`src/rtl/flit_link_delay.sv`:
```
// Inter-router link model: flits are held in a timestamped FIFO and replayed LATENCY sim-time ticks later (min 1 cycle).
// Upstream is stalled via in_dequeue when full; head-of-line blocks until acked. LINK_STATS_EN adds flit_count/max_occupancy.
module flit_link_delay #(
  parameter int FW      = 36,
  parameter int AW      = 8,
  parameter int TW      = 10,
  parameter int DEPTH   = 4,
  parameter int LATENCY = 1
) (
  input  logic                     clock,
  input  logic                     reset,
  input  logic                     enable,
  input  logic [TW-1:0]            sim_time,
  input  logic [FW-1:0]            in_flit,
  input  logic                     in_valid,
  input  logic [AW-1:0]            in_nexthop,
  output logic                     in_dequeue,
  output logic [FW-1:0]            out_flit,
  output logic [AW-1:0]            out_nexthop,
  output logic                     out_valid,
  input  logic                     out_ack,
  output logic                     is_quiescent,
  output logic                     can_increment,
`ifdef LINK_STATS_EN
  output logic [15:0]              flit_count,
  output logic [$clog2(DEPTH):0]   max_occupancy,
`endif
  output logic                     error
);

  localparam int PW = $clog2(DEPTH);
  localparam int CW = PW + 1;

  logic [FW-1:0] flit_mem [DEPTH];
  logic [AW-1:0] nh_mem   [DEPTH];
  logic [TW-1:0] ts_mem   [DEPTH];

  logic [PW-1:0] wr_ptr, rd_ptr;
  logic [CW-1:0] count, count_next;
  logic [TW-1:0] time_q;
  logic [TW-1:0] new_ts, head_diff, old_diff, new_diff;
  logic          full, empty, push, pop, ready, causal_err;

  assign full  = (count == CW'(DEPTH));
  assign empty = (count == '0);

  // All timestamp comparisons are done on the modular difference so they survive sim_time wrap.
  assign new_ts    = sim_time + TW'(LATENCY);
  assign new_diff  = sim_time - new_ts;
  assign head_diff = sim_time - ts_mem[rd_ptr];
  assign old_diff  = time_q - ts_mem[rd_ptr];
  assign ready     = ~empty & ~head_diff[TW-1];

  // Gated by reset so no handshake is offered while the link is being flushed.
  assign push       = reset & enable & in_valid & ~full;
  assign pop        = enable & ready & out_ack;
  assign in_dequeue = push;
  assign out_valid  = enable & ready;

  assign out_flit      = empty ? '0 : flit_mem[rd_ptr];
  assign out_nexthop   = empty ? '0 : nh_mem[rd_ptr];
  assign is_quiescent  = empty;
  assign can_increment = ~ready;

  // A stalled flit that is already due, or a time step past a flit that was due before the step.
  assign causal_err = (enable & in_valid & full & ~new_diff[TW-1]) |
                      (~empty & (sim_time != time_q) & ~old_diff[TW-1]);

  always_comb begin
    count_next = count;
    case ({push, pop})
      2'b10:   count_next = count + 1'b1;
      2'b01:   count_next = count - 1'b1;
      default: count_next = count;
    endcase
  end

  always_ff @(posedge clock or negedge reset) begin
    if (!reset) begin
      wr_ptr <= '0;
      rd_ptr <= '0;
      count  <= '0;
      time_q <= '0;
      error  <= 1'b0;
    end else begin
      time_q <= sim_time;
      count  <= count_next;
      if (push)       wr_ptr <= wr_ptr + 1'b1;
      if (pop)        rd_ptr <= rd_ptr + 1'b1;
      if (causal_err) error  <= 1'b1;
    end
  end

  always_ff @(posedge clock) begin
    if (push) begin
      flit_mem[wr_ptr] <= in_flit;
      nh_mem[wr_ptr]   <= in_nexthop;
      ts_mem[wr_ptr]   <= new_ts;
    end
  end

`ifdef LINK_STATS_EN
  always_ff @(posedge clock or negedge reset) begin
    if (!reset) begin
      flit_count    <= '0;
      max_occupancy <= '0;
    end else begin
      if (pop && flit_count != 16'hFFFF) flit_count <= flit_count + 16'd1;
      if (count_next > max_occupancy)    max_occupancy <= count_next;
    end
  end
`endif

endmodule

```
`config.mk`:
```
export PLATFORM = sky130hd
export DESIGN_NAME = flit_link_delay
export DESIGN_NICKNAME = d
export VERILOG_FILES = /design/src/rtl/flit_link_delay.sv
export SDC_FILE = /design/constraint.sdc
export NUM_CORES = 1
export LEC_CHECK = 0
export ABC_AREA = 1
export BUFFER_PORTS_ARGS = -buffer_cell sky130_fd_sc_hd__buf_2
export CAP_MARGIN = 5
export CORE_MARGIN = 2
export CORE_UTILIZATION = 50
export CTS_BUF_LIST = sky130_fd_sc_hd__clkbuf_4 sky130_fd_sc_hd__clkbuf_8
export DETAILED_ROUTE_END_ITERATION = 6
export PLACE_DENSITY = 0.69
export SLEW_MARGIN = 20
export SYNTH_ARGS = -nofsm -noshare
export SYNTH_HDL_FRONTEND = slang
export SYNTH_SLANG_ARGS = --single-unit
```
`constraint.sdc`:
```
create_clock -name clock -period 5.1 [get_ports clock]
set_clock_uncertainty 0.1 [all_clocks]
set_input_delay 1.53 -clock clock [delete_from_list [all_inputs] [get_ports clock]]
set_output_delay 1.53 -clock clock [all_outputs]
set_load 0.02 [all_outputs]
```
After elaboration in Yosys (flattened, before gate mapping) --
Memory sizes are Yosys's and may differ from the RTL's. Index checks and enable logic that the tools add are counted.
Operators by class: equal/unequal tests 4, add/sub/neg operators 8, bitwise gates (word level) 18, reduce and logical (&&, ||, !) cells 2, multiplexer cells 5
Operators with widths (number):
- 36-bit two-way mux | 1
- 10-bit subtractor | 3
- 1-bit bitwise AND | 11
- 10-bit by 1-bit adder with 10-bit output (second input constant) | 1
- 10-bit != test | 1
- 8-bit two-way mux | 1
- 1-bit NOT | 6
- 3-bit case mux with 2 select lines | 1
- 2-bit by 1-bit adder with 2-bit output (second input constant) | 2
- 3-bit by 1-bit adder with 3-bit output (second input constant) | 1
- 3-bit == test (second input constant) | 1
- 3-bit logical NOT | 1
- 3-bit by 1-bit subtractor with 3-bit output (second input constant) | 1
- 2-bit by 1-bit == test with 1-bit output (second input constant) | 1
- 2-bit == test (second input constant) | 1
- 1-bit two-way mux | 2
- 2-bit nonzero test | 1
- 1-bit OR | 1
Storage, ports and cells: RAM bits 216, output and inout port bits 49, memories kept 3, input port bits 59, logic and storage cells 45, register bits after elaboration 18
Memory list:
- flit_mem | depth 4, bits a word 36, rd ports 1, clocked after Yosys merged registers in 0, write ports 1, line 34 | logic [FW-1:0] flit_mem [DEPTH];
- ts_mem | depth 4, bits a word 10, rd ports 1, clocked after Yosys merged registers in 0, write ports 1, line 36 | logic [TW-1:0] ts_mem [DEPTH];
- nh_mem | depth 4, bits a word 8, rd ports 1, clocked after Yosys merged registers in 0, write ports 1, line 35 | logic [AW-1:0] nh_mem [DEPTH];

Depth between registers and ports, before layout --
Gate-level depths: netlist of run 1. An unclocked memory read counts as a cell.
depth in word-level cells 8, depth in mapped cells 22, depth with buffers taken out 20

Least setup slack after synthesis of run 1 --
OpenSTA, ideal clock, no wires.
path type input-to-reg, start input port in_valid, end memory flit_mem[0][0] (enable), data required time 4534 ps, stages on the path 2, buffers on the path 0, setup slack 435 ps, arrival time 4099 ps, library setup time 466 ps, path through nand4_1 nor2_1
On the way: cells in the longest elaborated chain, start to end 4
RTL lines:
- start: declaration | line 15 | input logic in_valid,
- 1-bit bitwise AND (2 in series) | line 55 | assign push = reset & enable & in_valid & ~full;
- 1-bit two-way mux | line 95 | if (push) begin
- 1-bit two-way mux (implied by the code) | line 96 | flit_mem[wr_ptr] <= in_flit;
- end: declaration | line 34
No other way between the ends.

Worst setup path after layout of run 1 --
start register rd_ptr[0], end output port out_valid
On the way: cells in the longest elaborated chain, start to end 5
RTL lines:
- start: declaration | line 38 | logic [PW-1:0] wr_ptr, rd_ptr;
- start signal: assignment | line 89 | if (pop) rd_ptr <= rd_ptr + 1'b1;
- memory 4 x 10 bit
- 10-bit subtractor | line 50 | assign head_diff = sim_time - ts_mem[rd_ptr];
- 1-bit NOT | line 52 | assign ready = ~empty & ~head_diff[TW-1];
- 1-bit bitwise AND | line 52
- 1-bit bitwise AND | line 58 | assign out_valid = enable & ready;
- end: declaration | line 20 | output logic out_valid,
No other way between the ends.

==> results of run 1 <==
## metal layers
metal,part of all wire,up-vias,track usage
li1,-,3229,-
met1,0.44,3174,0.2638
met2,0.49,164,0.3379
met3,0.056,33,0.04308
met4,0.016,0,0.05882
met5,0,-,0
## stage by stage
stage | total power [mW] | hold slack, ns
after CTS | 6.157 | 0.4732
after detailed placement | 4.622 | 0.4557
final | 6.106 | 0.4665
after global placement | 4.572 | 0.4445
after global routing | 6.484 | 0.5108
after floorplan | 3.922 | 0.3893
## state kept, by name (all words and copies together), names as in the netlist
name,count
time_q,10
wr_ptr,2
error,1
flit_mem,144
ts_mem,40
nh_mem,32
count,3
rd_ptr,2
## kinds of logic after synthesis
logic type / count (synthesis) / synth area share
compound gates: 176 / 0.09333
xor+xnor: 12 / 0.01055
fa+ha+maj: 27 / 0.03467
buf+inv: 84 / 0.03442
flops: 234 / 0.6964
simple gates: 322 / 0.1306
## worst max-delay path: stages (launching register included)
cell,delay [ns]
dfrtp_4,0.61
inv_4,0.32
nand2_1,0.10
a32o_1,0.27
ha_1,0.31
nand2_1,0.07
nor2_1,0.14
nand2_1,0.07
nor2_1,0.12
nand2_2,0.09
nand3_2,0.08
nand2_2,0.06
nor2_4,0.14
nand2_1,0.07
inv_1,0.05
buf_2,0.15
## layout by cell type, fill, tap and decap left out, types with 2 or more instances in the layout
master	count
nand3_1	16
edfxtp_1	216
dfrtp_1	16
buf_2	107
clkbuf_8	38
a21oi_2	2
nand2_1	86
o21ai_0	102
nor2_1	195
nand3_2	4
nor3_1	4
xnor2_1	2
clkinv_1	10
clkinvlp_4	2
inv_1	43
a21oi_1	63
nand2_2	5
a32o_1	8
nor2_4	6
nand4_1	4
ha_1	26
clkbuf_4	11
clkinv_2	2
buf_4	10
xor2_1	10
## cell type report
class | instances | area [um2]
Sequential cell | 234 | 6942
Inverter | 45 | 171.4
Fill cell | 1630 | 8014
Clock inverter | 16 | 101.3
Antenna cell | 1 | 2.502
Clock buffer | 49 | 605.6
Tap cell | 265 | 331.6
Timing Repair Buffer | 119 | 641.9
Multi-Input combinational cell | 537 | 2716
## final timing paths
path,start,endpoint,slack (ns),cells past startpoint
worst min register to register,error$_DFFE_PN0P_,error$_DFFE_PN0P_,0.47,4
worst min-delay path,error$_DFFE_PN0P_,error$_DFFE_PN0P_,0.47,4
max in group asynchronous,reset,rd_ptr[0]$_DFFE_PN0P_,3.68,1
worst max register to register,rd_ptr[0]$_DFFE_PN0P_,count[2]$_DFFE_PN0P_,1.33,20
worst max-delay path,rd_ptr[0]$_DFFE_PN0P_,out_valid,0.27,15
min in group asynchronous,reset,wr_ptr[1]$_DFFE_PN0P_,0.86,1
## report_power, final
part	switching (mW)	internal, mW
Sequential	0.0745	2.22
Clock	0.697	0.826
Combinational	1.57	0.712
Total	2.34	3.76
==> impl_metrics.ini, run 1 <==
[status]
status = completed

[final_layout]
fin_cells = 1266
final_util = 0.5896
final_area_um2 = 11510
fin_nets = 1061
drive_gt1_frac = 0.1960
area_growth_syn_to_layout_pct = 15.58

[die]
ioPinCount = 108
die_area_um2 = 21070
rows = 51
fp.dieH_um = 145.1
die_x_um = 145.1
coreArea_um2 = 19530
start_util = 0.5101

[route]
totalWireLength_um = 21180
drcViolationCount = 0
postRouteAntennaNets = 0
dr.first_iter.drc_count = 433
viasPerCell = 5.213
vias = 6600
firstDrtPassIters = 5
wl_per_cell_um = 16.73

[synthesis]
post-synth-top-count-cell = edfxtp_1
synthesis.nets = 941
ys_warn_count = 0
synth.distinct_cells = 27
ys_seq_area_frac = 0.6964
synth_top_area_share = 0.6512
synthArstFlopShare = 0.07692
synth_edf_count = 216
synthTopCellsByCount = edfxtp_1, nor2_1, o21ai_0
synth_top_area_cell = edfxtp_1
ys_ff_latch = 234
synth.area.top_cells = edfxtp_1, nor2_1, o21ai_0
syn-cell-area_um2 = 9961
ys.flop_type = edfxtp_1
avgSynthCellArea_um2 = 11.65
synthCells = 855

[clock_network]
h-tree-depth = 2
clkSinkCount = 234
cts_setup_buffers = 0
tritoncts = built
clock_latency_ns = 0.52
clock_path_buffers = 3
cts_resized = 0
cts_buffers = 38
clock-root-buffer = clkbuf_8
cts.clk_slew.worst_paths_ns = 0.06
cts.hold.buffers_added = 0

[critical_path]
critPathMaxFanout = 31
crit_required_ns = 3.47
arrival_ns = 3.20
cp-start-kind = flop
worstSetupEndpointType = output port
worst-setup-path-type = flop to output port

[pwr]
p_leak_nw = 4.378
p_per_area_nw_per_um2 = 530.4
peakVddDrop_mv = 0.2995

[grt]
grt_start_max_net_pins = 64
grt_util_all_layers = 0.2005
first_global_vias = 6410
antenna_found_initial = 1
grt_overflow = 0
grt_pass1_wl_um = 33290

[sta]
worst_pin_slew_ns = 0.8474
fin_crit_sh = 0.9462
setup_viol = 0
fmax_mhz = 207.2
slew_headroom = 0.4351
hold_violations = 0
setup_tns_ns = 0
rsz0062_at_grt = false
fin_ws_ns = 0.2745
period_needed_ns = 4.825
finalMaxSlewViolations = 0

[placement]
dp_cells = 1200
pre_cts_slack_ns = 0.4525
dp_hpwl_um = 12110
io_buffers = 107
dpl_cell_area_um2 = 10800
gp_congestion = 0.8143

[min_path]
min_path_type = flop to flop

[job]
maxCapViolCount = 0
(Power assumes the default switching activity.)
==> run 2: changes to the inputs <==
- CELL_PAD_IN_SITES_DETAIL_PLACEMENT: unset -> 0
- CELL_PAD_IN_SITES_GLOBAL_PLACEMENT: unset -> 2
- CORE_UTILIZATION: 50 -> 41
- PLACE_DENSITY: 0.69 -> 0.81
==> run 2 against run 1 <==
Effect of this change: power increased by 0.15%; combinational power about the same; die area increased by 21%; final cell count increased by 5.1%; clock power about the same; sequential cell count unchanged; clock-buffer cell count increased by 7; first-iteration DRC count decreased by 21%; critical path type unchanged; critical endpoint unchanged; highest routed layer unchanged.
==> impl_metrics.ini, run 2 (synthesis results as in run 1) <==
[final_layout]
fin_nets = 1065
reg_top3 = flit_mem x144, ts_mem x40, nh_mem x32
drive_gt1_frac = 0.2028
multi_input_area_um2 = 2716
layout_commonest_cell = edfxtp_1
final_area_um2 = 11600
mostFrequentLayoutCells = edfxtp_1, nor2_1, buf_2
area_growth_syn_to_layout_pct = 16.51
num-fill-cells = 2266
diodes = 0
largest_reg_flops = 144
seq_area_um2 = 6942
max_flop_register = flit_mem

[critical_path]
path_depth = 13
worst-setup-path-type = flop to output port
cp-start-kind = flop
crit_buf_inv = 4
critPathMaxFanout = 68
crit_required_ns = 3.47
arrival_ns = 3.14
worstSetupEndpointType = output port
reg2reg_to = count[2]$_DFFE_PN0P_
r2r_slack_ns = 1.37
reg2reg_from = rd_ptr[0]$_DFFE_PN0P_
critPathLaunch = rd_ptr[0]$_DFFE_PN0P_
cpMostUsedCell = nand2_1
cpPeakStageDelay_ns = 0.70
cp_top_family = buffers and inverters
crit_slowest_cell = buf_4
worstSetupEndpoint = out_valid
r2r_cells = 18
cp_cell_sequence = buf_4 -> buf_4 -> nand2_1 -> nand3_2 -> nand2_2 -> nand2_1 -> nand2_1 -> nand3_2 -> nand2_2 -> nor2_4 -> nand2_1 -> inv_1 -> buf_2

[pwr]
peakVddDrop_mv = 0.2636
internal-power_mw = 3.788
p_per_area_nw_per_um2 = 527.0
p_leak_nw = 4.413
p_clk_frac = 0.251
switchingPower_mw = 2.327
p_total_mw = 6.116
switching_share = 0.3805
combPwrFrac = 0.378
p_seq_frac = 0.371

[clock_network]
clkSinkCount = 234
cts_setup_buffers = 0
h-tree-depth = 2
tritoncts = built
clock_path_buffers = 3
cts.clk_slew.worst_paths_ns = 0.06
clock_latency_ns = 0.50
clock-root-buffer = clkbuf_8
cts_resized = 0
cts_buffers = 40
cts.hold.buffers_added = 0

[sta]
rsz0062_at_grt = false
hold_violations = 0
worst_pin_slew_ns = 0.8499
finalMaxSlewViolations = 0
fmax_mhz = 209.5
setup_tns_ns = 0
fin_crit_sh = 0.9360
slew_headroom = 0.4334
setup_viol = 0
period_needed_ns = 4.773

[placement]
gp_congestion = 0.7235
dpl_cell_area_um2 = 10870
io_buffers = 107
dp_hpwl_um = 12570

[die]
coreArea_um2 = 24110
rows = 57
ioPinCount = 108
die_area_um2 = 25560
die_x_um = 159.9
fp.dieH_um = 159.9
start_util = 0.4132

[grt]
grt_util_all_layers = 0.1699
first_global_vias = 6294
grt_overflow = 0
grt_pass1_wl_um = 34200
grt_start_max_net_pins = 69
antenna_found_initial = 0

[route]
postRouteAntennaNets = 0
dr.first_iter.drc_count = 344
viasPerCell = 4.852
drcViolationCount = 0
firstDrtPassIters = 4
totalWireLength_um = 21820
vias = 6453
wl_per_cell_um = 16.41

[min_path]
worstHoldStart = count[0]$_DFFE_PN0P_
min_path_type = flop to flop

[job]
maxCapViolCount = 0

[status]
status = completed
run 2: worst min-delay path by stage:
stage	to	slack (ns)	cells past startpoint
after floorplan	count[0]$_DFFE_PN0P_	0.39	1
after global placement	count[0]$_DFFE_PN0P_	0.43	1
after detailed placement	count[0]$_DFFE_PN0P_	0.44	1
after CTS	count[0]$_DFFE_PN0P_	0.45	1
after global routing	count[0]$_DFFE_PN0P_	0.48	1
final	count[0]$_DFFE_PN0P_	0.45	1
run 2: final cells by class:
class / count / share of cell area
Timing Repair Buffer: 121 / 0.05520
Tap cell: 324 / 0.03493
Multi-Input combinational cell: 537 / 0.2341
Inverter: 45 / 0.01456
Clock buffer: 56 / 0.05833
Clock inverter: 13 / 0.004744
Sequential cell: 234 / 0.5982
run 2: per-layer routing:
| layer | vias up | wire length (um) | GRT usage |
|---|---|---|---|
| met5 | - | 0 | 0 |
| met4 | 0 | 386 | 0.04586 |
| met3 | 32 | 1054 | 0.03351 |
| met2 | 145 | 10380 | 0.2778 |
| met1 | 3046 | 9996 | 0.2336 |
| li1 | 3230 | - | - |
run 2: per-stage QoR:
step                      hold slack, ns    util  setup WS [ns]  cells
after floorplan                   0.3893       -         0.4351    855
after global placement            0.4313  0.4511         0.4406   1261
after detailed placement          0.4405  0.4511         0.3781   1261
after CTS                         0.4519  0.4814         0.2124   1330
after global routing              0.4806  0.4814       0.007619   1330
final                             0.4489  0.4814         0.3265   1330
run 2: power by group through the flow:
stage	Combinational (mW)	Clock, mW	Sequential, mW
2_1_floorplan	1.62	0	2.30
3_3_place_gp	2.33	0	2.30
3_5_place_dp	2.36	0	2.30
4_1_cts	2.37	1.59	2.27
5_1_grt	2.59	1.67	2.28
6_report	2.31	1.54	2.27
run 2: worst reg2reg max path, cell delays in order, from the launching register on:
cell and delay, ns:
dfrtp_4 0.41, buf_4 0.41, buf_4 0.71, nand2_1 0.18
nand3_2 0.14, nand2_2 0.07, nand2_1 0.06, nand2_1 0.09
nand3_2 0.09, nand2_2 0.06, nor2_4 0.14, nand3_2 0.11
inv_1 0.07, ha_1 0.13, inv_1 0.07, fa_1 0.38
a21oi_1 0.14, o21ai_0 0.11, xor2_1 0.15
==> run 3: changes to the inputs <==
- CELL_PAD_IN_SITES_DETAIL_PLACEMENT: 0 -> 1
==> run 3 against run 2 <==
Effect of this change: via count up 3.1%; non-clock buffer count unchanged; worst hold slack worse by 0.0085 ns; first-iteration DRC count down 19%; clock power about the same; sequential power about the same; wire length up 9.2%; global-route usage up 1.8 points; largest cell class unchanged; largest power group unchanged.
==> impl_metrics.ini, run 3 (synthesis results as in run 1) <==
[clock_network]
cts.clk_slew.worst_paths_ns = 0.06
clock_latency_ns = 0.52
clkSinkCount = 234
cts_resized = 0
tritoncts = built
clock_path_buffers = 3
cts.hold.buffers_added = 0
h-tree-depth = 2
cts_setup_buffers = 0
clock-root-buffer = clkbuf_8
cts_buffers = 39

[min_path]
min_path_type = flop to flop

[critical_path]
arrival_ns = 3.20
cp-start-kind = flop
crit_required_ns = 3.47
worstSetupEndpointType = output port
critPathMaxFanout = 43
worst-setup-path-type = flop to output port

[placement]
gp_congestion = 0.7235
dp_hpwl_um = 14290
io_buffers = 107
dpl_cell_area_um2 = 10870

[final_layout]
reg_top3 = flit_mem x144, ts_mem x40, nh_mem x32
layout_commonest_cell = edfxtp_1
drive_gt1_frac = 0.1996
max_flop_register = flit_mem
area_growth_syn_to_layout_pct = 16.47
final_area_um2 = 11600
diodes = 0
fin_nets = 1064
mostFrequentLayoutCells = edfxtp_1, nor2_1, buf_2
largest_reg_flops = 144

[die]
ioPinCount = 108
start_util = 0.4132
fp.dieH_um = 159.9
rows = 57
die_x_um = 159.9
die_area_um2 = 25560
coreArea_um2 = 24110

[pwr]
p_total_mw = 6.166
p_leak_nw = 4.402
p_per_area_nw_per_um2 = 531.5
peakVddDrop_mv = 0.2851

[sta]
fin_crit_sh = 0.9479
slew_headroom = 0.4150
finalMaxSlewViolations = 0
setup_tns_ns = 0
hold_violations = 0
worst_pin_slew_ns = 0.8775
period_needed_ns = 4.834
worst_hold_slack_ns = 0.4403
setup_viol = 0
fmax_mhz = 206.9

[status]
status = completed

[grt]
grt_util_all_layers = 0.1876
first_global_vias = 7059
antenna_found_initial = 0
grt_start_max_net_pins = 69
grt_pass1_wl_um = 37780
grt_overflow = 0

[route]
firstDrtPassIters = 4
vias = 6655
wl_per_cell_um = 17.89
totalWireLength_um = 23820
dr.first_iter.drc_count = 280
drcViolationCount = 0
postRouteAntennaNets = 0
viasPerCell = 5.000

[job]
maxCapViolCount = 0
[run 3: changes by cell type in the layout (fill, tap and decap cells not counted), sizes merged]
cell | previous run | this run
clkinvlp | 0 | 1
clkbuf | 56 | 52
clkinv | 13 | 17
[run 3: worst max-delay path, cell delays in order, from the launching register on]
cell and delay (ns):
dfrtp_4 0.41, buf_4 0.41, nand2_1 0.11, a32o_1 0.32
ha_1 0.31, nand2_1 0.08, inv_1 0.04, nand2_1 0.05
nand2_1 0.05, a21oi_1 0.29, a21oi_2 0.12, nor2_4 0.19
nand2_1 0.08, inv_1 0.06, buf_2 0.15
[run 3: metrics by stage]
step,worst slack (ns),cells,utilization
after floorplan,0.4351,855,-
after global placement,0.4406,1261,0.4511
after detailed placement,0.3498,1261,0.4511
after CTS,0.1981,1331,0.4811
after global routing,-0.002897,1331,0.4813
final,0.2656,1331,0.4813
[run 3: power breakdown]
| part | leakage [nW] | internal [mW] | switching [mW] | total (mW) |
|---|---|---|---|---|
| sequential | 2.15 | 2.22 | 0.0432 | 2.27 |
| clock | 0.384 | 0.824 | 0.716 | 1.54 |
| combinational | 1.86 | 0.715 | 1.64 | 2.36 |
[run 3: per-layer routing]
metal | part of all wire | global-route usage | up-vias
met5 | 0 | 0 | -
met2 | 0.49 | 0.3158 | 122
met1 | 0.45 | 0.2505 | 3265
met4 | 0.017 | 0.05160 | 0
li1 | - | - | 3236
met3 | 0.040 | 0.03558 | 32
[run 3: cell type report]
cell class,count,area [um2]
Sequential cell,234,6942
Clock buffer,52,646.9
Timing Repair Buffer,121,644.4
Tap cell,324,405.4
Inverter,45,168.9
Multi-Input combinational cell,537,2716
Fill cell,2647,12500
Clock inverter,18,77.57
[run 3: worst paths after layout]
kind | startpoint | to | slack [ns] | depth (start not counted)
setup / recovery | rd_ptr[0]$_DFFE_PN0P_ | out_valid | 0.27 | 14
hold / removal | count[0]$_DFFE_PN0P_ | count[0]$_DFFE_PN0P_ | 0.44 | 1
setup reg to reg | rd_ptr[0]$_DFFE_PN0P_ | count[2]$_DFFE_PN0P_ | 1.30 | 19
hold reg to reg | count[0]$_DFFE_PN0P_ | count[0]$_DFFE_PN0P_ | 0.44 | 1
max in group asynchronous | reset | rd_ptr[0]$_DFFE_PN0P_ | 3.73 | 2
min in group asynchronous | reset | rd_ptr[0]$_DFFE_PN0P_ | 0.93 | 2
